## src/rtl/evolution_window_feeder.sv

```systemverilog
// Row-major grid walker feeding 3-row block windows to the evolution stage.
// Define EVOLUTION_FEEDER_WRAP_EN for a toroidal grid.
module evolution_window_feeder #(
  parameter int BLOCK_LEN = 10,
  parameter int ROWS      = 100,
  parameter int COLS_BLK  = 10,
  parameter int ADDR_W    = $clog2(ROWS*COLS_BLK)
) (
  input  logic                           clk,
  input  logic                           rst_n,
  input  logic                           start,
  output logic                           mem_rd_en,
  output logic [ADDR_W-1:0]              mem_addr,
  input  logic [BLOCK_LEN-1:0]           mem_rdata,
  output logic                           win_valid,
  input  logic                           win_ready,
  output logic [3*BLOCK_LEN-1:0]         line_status,
  output logic [3*BLOCK_LEN-1:0]         last_line_status,
  output logic [$clog2(ROWS)-1:0]        win_row,
  output logic [$clog2(COLS_BLK+1)-1:0]  win_blk,
  output logic                           win_flush,
  output logic                           gen_done
);

  localparam int RW = $clog2(ROWS);
  localparam int BW = $clog2(COLS_BLK+1);
  localparam int XW = RW + 2;
`ifdef EVOLUTION_FEEDER_WRAP_EN
  localparam bit WRAP = 1'b1;
`else
  localparam bit WRAP = 1'b0;
`endif

  typedef enum logic [2:0] {
    S_IDLE, S_RD0, S_RD1, S_RD2, S_CAP, S_PRES, S_DONE
  } state_t;

  state_t r_state, w_next;

  logic [RW-1:0]          r_row;
  logic [BW-1:0]          r_blk;
  logic                   r_pre;
  logic [3*BLOCK_LEN-1:0] r_line, r_last;
  logic                   r_cap_go, r_cap_en, r_cap_pre;
  logic [1:0]             r_cap_k;

  logic                   w_rd_st;
  logic [1:0]             w_k;
  logic                   w_flush, w_last_row, w_hs;
  logic [XW-1:0]          w_x;
  logic                   w_in;
  logic [RW-1:0]          w_rrow;
  logic [BW-1:0]          w_rblk;
  logic [BLOCK_LEN-1:0]   w_data;

  assign w_flush    = (r_blk == BW'(COLS_BLK));
  assign w_last_row = (r_row == RW'(ROWS-1));
  assign w_hs       = (r_state == S_PRES) && win_ready;
  assign w_data     = r_cap_en ? mem_rdata : '0;

  always_comb begin
    w_rd_st = 1'b0;
    w_k     = 2'd0;
    unique case (1'b1)
      (r_state == S_RD0): begin w_rd_st = 1'b1; w_k = 2'd0; end
      (r_state == S_RD1): begin w_rd_st = 1'b1; w_k = 2'd1; end
      (r_state == S_RD2): begin w_rd_st = 1'b1; w_k = 2'd2; end
      default: ;
    endcase
  end

  // w_x is the source row plus one, so row -1 maps to 0
  always_comb begin
    w_x  = XW'(r_row) + XW'(w_k);
    w_in = (w_x != '0) && (w_x <= XW'(ROWS));
    if (w_x == '0)
      w_rrow = RW'(ROWS-1);
    else if (!w_in)
      w_rrow = '0;
    else
      w_rrow = RW'(w_x - XW'(1));
    if (r_pre)
      w_rblk = BW'(COLS_BLK-1);
    else if (w_flush)
      w_rblk = '0;
    else
      w_rblk = r_blk;
  end

  assign mem_rd_en = w_rd_st && (w_in || WRAP) && (!w_flush || WRAP || r_pre);
  assign mem_addr  = mem_rd_en ?
    ADDR_W'(int'(w_rrow)*COLS_BLK + int'(w_rblk)) : '0;

  always_ff @(posedge clk) begin
    if (!rst_n) r_state <= S_IDLE;
    else        r_state <= w_next;
  end

  always_comb begin
    w_next = r_state;
    unique case (r_state)
      S_IDLE: if (start) w_next = S_RD0;
      S_RD0:  w_next = S_RD1;
      S_RD1:  w_next = S_RD2;
      S_RD2:  w_next = S_CAP;
      S_CAP:  w_next = r_pre ? S_RD0 : S_PRES;
      S_PRES: if (win_ready)
                w_next = (w_flush && w_last_row) ? S_DONE : S_RD0;
      S_DONE: w_next = S_IDLE;
      default: w_next = S_IDLE;
    endcase
  end

  always_ff @(posedge clk) begin
    if (!rst_n) begin
      r_row     <= '0;
      r_blk     <= '0;
      r_pre     <= 1'b0;
      r_line    <= '0;
      r_last    <= '0;
      r_cap_go  <= 1'b0;
      r_cap_en  <= 1'b0;
      r_cap_pre <= 1'b0;
      r_cap_k   <= '0;
    end else begin
      r_cap_go  <= w_rd_st;
      r_cap_en  <= mem_rd_en;
      r_cap_k   <= w_k;
      r_cap_pre <= r_pre;
      // prefetch slots land in the left-neighbour window
      if (r_cap_go) begin
        for (int i = 0; i < 3; i++) begin
          if (r_cap_k == 2'(i)) begin
            if (r_cap_pre) r_last[i*BLOCK_LEN +: BLOCK_LEN] <= w_data;
            else           r_line[i*BLOCK_LEN +: BLOCK_LEN] <= w_data;
          end
        end
      end
      if (r_state == S_IDLE && start) begin
        r_row  <= '0;
        r_blk  <= '0;
        r_last <= '0;
        r_pre  <= WRAP;
      end
      if (r_state == S_CAP) r_pre <= 1'b0;
      if (w_hs) begin
        r_last <= r_line;
        if (w_flush) begin
          r_blk <= '0;
          if (!w_last_row) begin
            r_row <= r_row + RW'(1);
            r_pre <= WRAP;
          end
        end else begin
          r_blk <= r_blk + BW'(1);
        end
      end
    end
  end

  assign win_valid        = (r_state == S_PRES);
  assign gen_done         = (r_state == S_DONE);
  assign line_status      = r_line;
  assign last_line_status = r_last;
  assign win_row          = r_row;
  assign win_blk          = r_blk;
  assign win_flush        = win_valid && w_flush;

endmodule

```

## config.mk

```make
export PLATFORM = sky130hd
export DESIGN_NAME = evolution_window_feeder
export DESIGN_NICKNAME = d
export VERILOG_FILES = /design/src/rtl/evolution_window_feeder.sv
export SDC_FILE = /design/constraint.sdc
export NUM_CORES = 1
export LEC_CHECK = 0
export BUFFER_PORTS_ARGS = -buffer_cell sky130_fd_sc_hd__buf_2
export CORE_AREA = 2 2 92 85
export CTS_BUF_LIST = sky130_fd_sc_hd__clkbuf_4
export CTS_CLUSTER_SIZE = 12
export DETAILED_ROUTE_END_ITERATION = 10
export DIE_AREA = 0 0 94 87
export GPL_TIMING_DRIVEN = 0
export PLACE_DENSITY_LB_ADDON = 0.3
export REMOVE_ABC_BUFFERS = 1
export SETUP_SLACK_MARGIN = 0.3
export SLEW_MARGIN = 20
export SYNTH_ARGS = -nofsm -noshare
export SYNTH_HDL_FRONTEND = slang
export SYNTH_SLANG_ARGS = --single-unit
export TNS_END_PERCENT = 1
```

## constraint.sdc

```tcl
create_clock -name clk -period 13.25 [get_ports clk]
set_input_delay 1.325 -clock clk [delete_from_list [all_inputs] [get_ports clk]]
set_output_delay 1.325 -clock clk [all_outputs]
set_load 0.1 [all_outputs]
```

==> summary.md <==
| Metric | Value |
|---|---|
| Status | finished, final reports clean |
| Final setup TNS | 0 ns |
| Setup-failing EPs final | 0 |
| Total power | roughly 590 µW |
| Skew final | roughly 0.020 ns |
| Yosys reg bits | 80 |
| Core Region | 7320 µm² |
| Layout cells sized above 1 | between 20% and 30% |
| WP data arrival | ~5.7 ns |
| Chip width | 94 µm |
| Routed length per instance | around 15 µm |
| Final Max Tran Viols | 0 |
| Largest family of logic cells by synthesized area | simple AND/OR/NAND/NOR gates |
| Clock power share | between 20% and 30% |
| Clock transition at the registers of the reported paths | ~0.14 ns |
| Crit Path Class | reg -> out |
| Pint | about 360 µW |
| FMAX | between 100 and 150 MHz |
| Rel. slew slack | between 20% and 30% |
| Area Overhead vs Synth | 16.15% |
| R2R depth | 9 |
| Placed cells | 692 |
| CTS H-tree depth | 3 |
| Drc violations | 0 |
| Mux cell area share after synthesis | 0.2380% |
| Final RePlAce weighted congestion | about 0.9 |
| Worst Setup Start Kind | flip-flop |
| Ys Warns | 0 |
| Clk buf depth | 2 |
| CP max stage cell | dfxtp_1 |
| Measured slew at the worst slew-check pin | roughly 1.1 ns |
| Post-synthesis adder-cell area fraction | 6.484% |
| Antenna-violating nets left | 0 |
| Comb pwr share | 27.1% |
| Crit end category | output pin |
| Grt total ovfl | 0 |
| Max-cap viol count | 0 |
| DR pass1 iterations | 5 |
| DR vias | roughly 4,100 |
| Post-synthesis xor/xnor area fraction | between 5 and 6% |
| Worst-skew pair later-pin latency | around 0.45 ns |
| I/O pins | a little under 100 |
| First-pass GRT wire length | roughly 17,000 µm |
| DR iter-0 viols | around 330 |
| RSZ-0062 raised after global routing | false |
| R2R Setup Slk | between 10 and 15 ns |
| Post-Synthesis Cells | 530 |
| Post_cts resized | 0 |
| DP Wirelength | 7513 µm |
| Max stage delay on crit path | 0.61 ns |
| Post-route insts no fill | ~710 |
| Post-synthesis sequential area ratio | around two fifths |
| Cell Pwr Density | 120.3 nW/µm² |
| Vias in the first global route | between 3,000 and 4,000 |
| Initial core utilization | roughly 57% |
| Compound-Gate Fraction of Synth Area | between 20% and 30% |
| Crit path max fanout | 16 |
| Die H | ~87 µm |
| Simple-gate area share of the yosys netlist | 23.20% |
| Via/cell ratio | a little under 6 |
| Largest net degree at the start of global routing | 45 |
| CP required | 11.93 ns |
| CP startpoint | r_state[0]$_SDFFE_PN0P_ |
| Root buf cell | clkbuf_4 |
| Unique masters post-synth | 59 |
| Rows | 30 |
| Fin. Hold Viols | 0 |
| Final Util | between 60% and 70% |
| Initial antenna violation count | 0 |
| Post-synth EDFFs | 0 |
| Port bufs | 98 |
| Final net count | about 640 |
| Ys flop type | dfxtp_1 |
| Total net switching power | around 230 µW |
| Switching part of the total | about two fifths |
| Leak pwr | approximately 2.1 nW |
| Post-Syn Area | 4207 µm² |
| Routed WL | 10,780 µm |
| Antenna cell count | 0 |
| Final worst path period share | a little over half |
| Gr usage total | between 20% and 30% |
| Final min period | 7.030 ns |
| Worst hold path class | reg -> reg |
| Critical R2R Capture | r_cap_en$_SDFF_PN0_ |
| Top cell by count, worst path | ha_1 |
| Worst path cell trace | nor3_1, ha_1, fa_1, inv_1, ha_1, nor2_1, nor4b_4, o31ai_2, nand2b_1, o21ba_2, ha_1, inv_1, fa_1, xnor2_1, nor3b_1, nand3_1, xor3_1, nor2_1, buf_2 |
| Post-CTS Hold Fix Bufs | 0 |
| Avg Synthesized Cell Area | around 8 µm² |
| TritonCTS Sinks | 80 |
| Total CTS buffers | 9 |
| Maximum VDD drop | slightly above 0.08 mV |
| Sequential fraction of design power | between 40 and 50% |
| Post-CTS Setup Inserts | 0 |
| Share of flip-flops with an asynchronous set or reset | 0% |
| Worst r2r src | r_state[0]$_SDFFE_PN0P_ |
| Die area | 8178 µm² |
| Critical path endpoint | mem_addr[9] |
| CTS tree | built |
[flip-flops by register name, indices dropped and copies added (netlist names)]
name / cells
r_cap_k: 2
r_pre: 1
win_row: 7
win_blk: 4
r_state: 3
r_cap_en: 1
last_line_status: 30
r_cap_pre: 1
r_cap_go: 1
line_status: 30
[how the worst min path moves through the flow]
stage / startpoint / endpoint / slack (ns) / cells after the start
5_1_grt: line_status[19]$_SDFFE_PN0P_ / line_status[19]$_SDFFE_PN0P_ / 0.50 / 2
6_report: line_status[25]$_SDFFE_PN0P_ / line_status[25]$_SDFFE_PN0P_ / 0.48 / 2
3_5_place_dp: line_status[25]$_SDFFE_PN0P_ / line_status[25]$_SDFFE_PN0P_ / 0.46 / 2
3_3_place_gp: line_status[19]$_SDFFE_PN0P_ / line_status[19]$_SDFFE_PN0P_ / 0.45 / 2
2_1_floorplan: r_pre$_SDFF_PN0_ / r_cap_pre$_SDFF_PN0_ / 0.53 / 1
4_1_cts: line_status[25]$_SDFFE_PN0P_ / line_status[25]$_SDFFE_PN0P_ / 0.48 / 2
[cells by family (layout without fill, tap and decap cells)]
| logic type | after synthesis | after routing |
|---|---|---|
| AND/OR/NAND/NOR | 187 | 187 |
| AO/OA/AOI/OAI | 176 | 176 |
| flip-flops | 80 | 80 |
| buffers and inverters | 46 | 128 |
| adder cells (fa/ha/maj) | 20 | 20 |
| XOR/XNOR | 20 | 20 |
| multiplexers | 1 | 1 |
[cells in the final DEF (no fill, tap or decap), types with 3 or more instances in the layout]
cell / instances
buf_2: 98
or2_2: 4
nand3_1: 37
nand2b_1: 6
nor3b_1: 5
nor2_1: 38
and2_1: 3
ha_1: 17
a21o_1: 5
o21ai_0: 46
inv_1: 13
nor2_2: 3
and3_1: 15
xnor2_1: 11
clkbuf_4: 9
nor3_1: 10
xor2_1: 6
fa_1: 3
dfxtp_1: 79
nor2b_1: 3
nand4b_1: 3
nand2_1: 43
a31oi_1: 4
a21oi_1: 106
[per-layer routing]
layer / GRT usage [%] / up-vias / share of wire [%]
met5: 0 / - / 0
met4: 6.851 / 0 / 1.7
met3: 6.407 / 18 / 6.7
met2: 41.49 / 136 / 45
met1: 36.13 / 1893 / 46
li1: - / 2037 / -
[through the flow]
step           worst slack [ns]  hold slack, ns  cell area [µm²]
6_report                  6.220          0.4805             4886
5_1_grt                   5.746          0.4985             4886
3_5_place_dp              6.747          0.4607             4710
4_1_cts                   6.233          0.4787             4880
2_1_floorplan             6.186          0.5267             4075
3_3_place_gp              6.817          0.4543             4686
[critical path, delay by kind of cell, from the launching register on]
kind / cells / cell delay [ns]
AND/OR/NAND/NOR: 7 / 1.27
XOR/XNOR: 2 / 0.46
buffers and inverters: 3 / 0.54
adder cells (fa/ha/maj): 5 / 1.66
flip-flops: 1 / 0.61
AO/OA/AOI/OAI: 2 / 0.70
[area by class of cell]
type | instances | area [µm²]
clock buffers | 9 | 67.56
clock inverters | 7 | 102.6
fillers | 654 | 2434
inverters | 14 | 53.80
multi-input cells | 404 | 2449
flip-flops and latches | 80 | 1603
well taps | 96 | 120.1
repair buffers | 98 | 490.5
[cells in the mapped netlist, types with 2 or more instances]
master | n | area [µm²]
a21o_1 | 5 | 37.54
a21oi_1 | 106 | 530.5
a31oi_1 | 4 | 25.02
and2_1 | 3 | 18.77
and3_1 | 15 | 93.84
buf_1 | 2 | 7.510
buf_2 | 2 | 10.01
clkbuf_1 | 26 | 97.59
dfxtp_1 | 80 | 1602
fa_1 | 3 | 60.06
ha_1 | 17 | 212.7
inv_1 | 13 | 48.80
nand2_1 | 43 | 161.4
nand2b_1 | 6 | 37.54
nand3_1 | 37 | 185.2
nand3b_1 | 2 | 15.01
nand4b_1 | 3 | 26.28
nor2_1 | 38 | 142.6
nor2_2 | 3 | 18.77
nor2b_1 | 3 | 18.77
nor3_1 | 11 | 55.05
nor3b_1 | 5 | 37.54
o21ai_0 | 48 | 240.2
or2_2 | 4 | 25.02
or3_1 | 2 | 12.51
xnor2_1 | 11 | 96.34
xor2_1 | 6 | 52.55
[power groups by stage]
stage | Sequential (mW) | Clock, mW | Combinational (mW)
finish | 0.258 | 0.170 | 0.159
global placement | 0.263 | 0 | 0.154
detailed placement | 0.264 | 0 | 0.158
floorplan | 0.331 | 0 | 0.0596
CTS | 0.258 | 0.171 | 0.158
global route | 0.260 | 0.182 | 0.169
No activity file was read; power rests on OpenSTA's default activity.
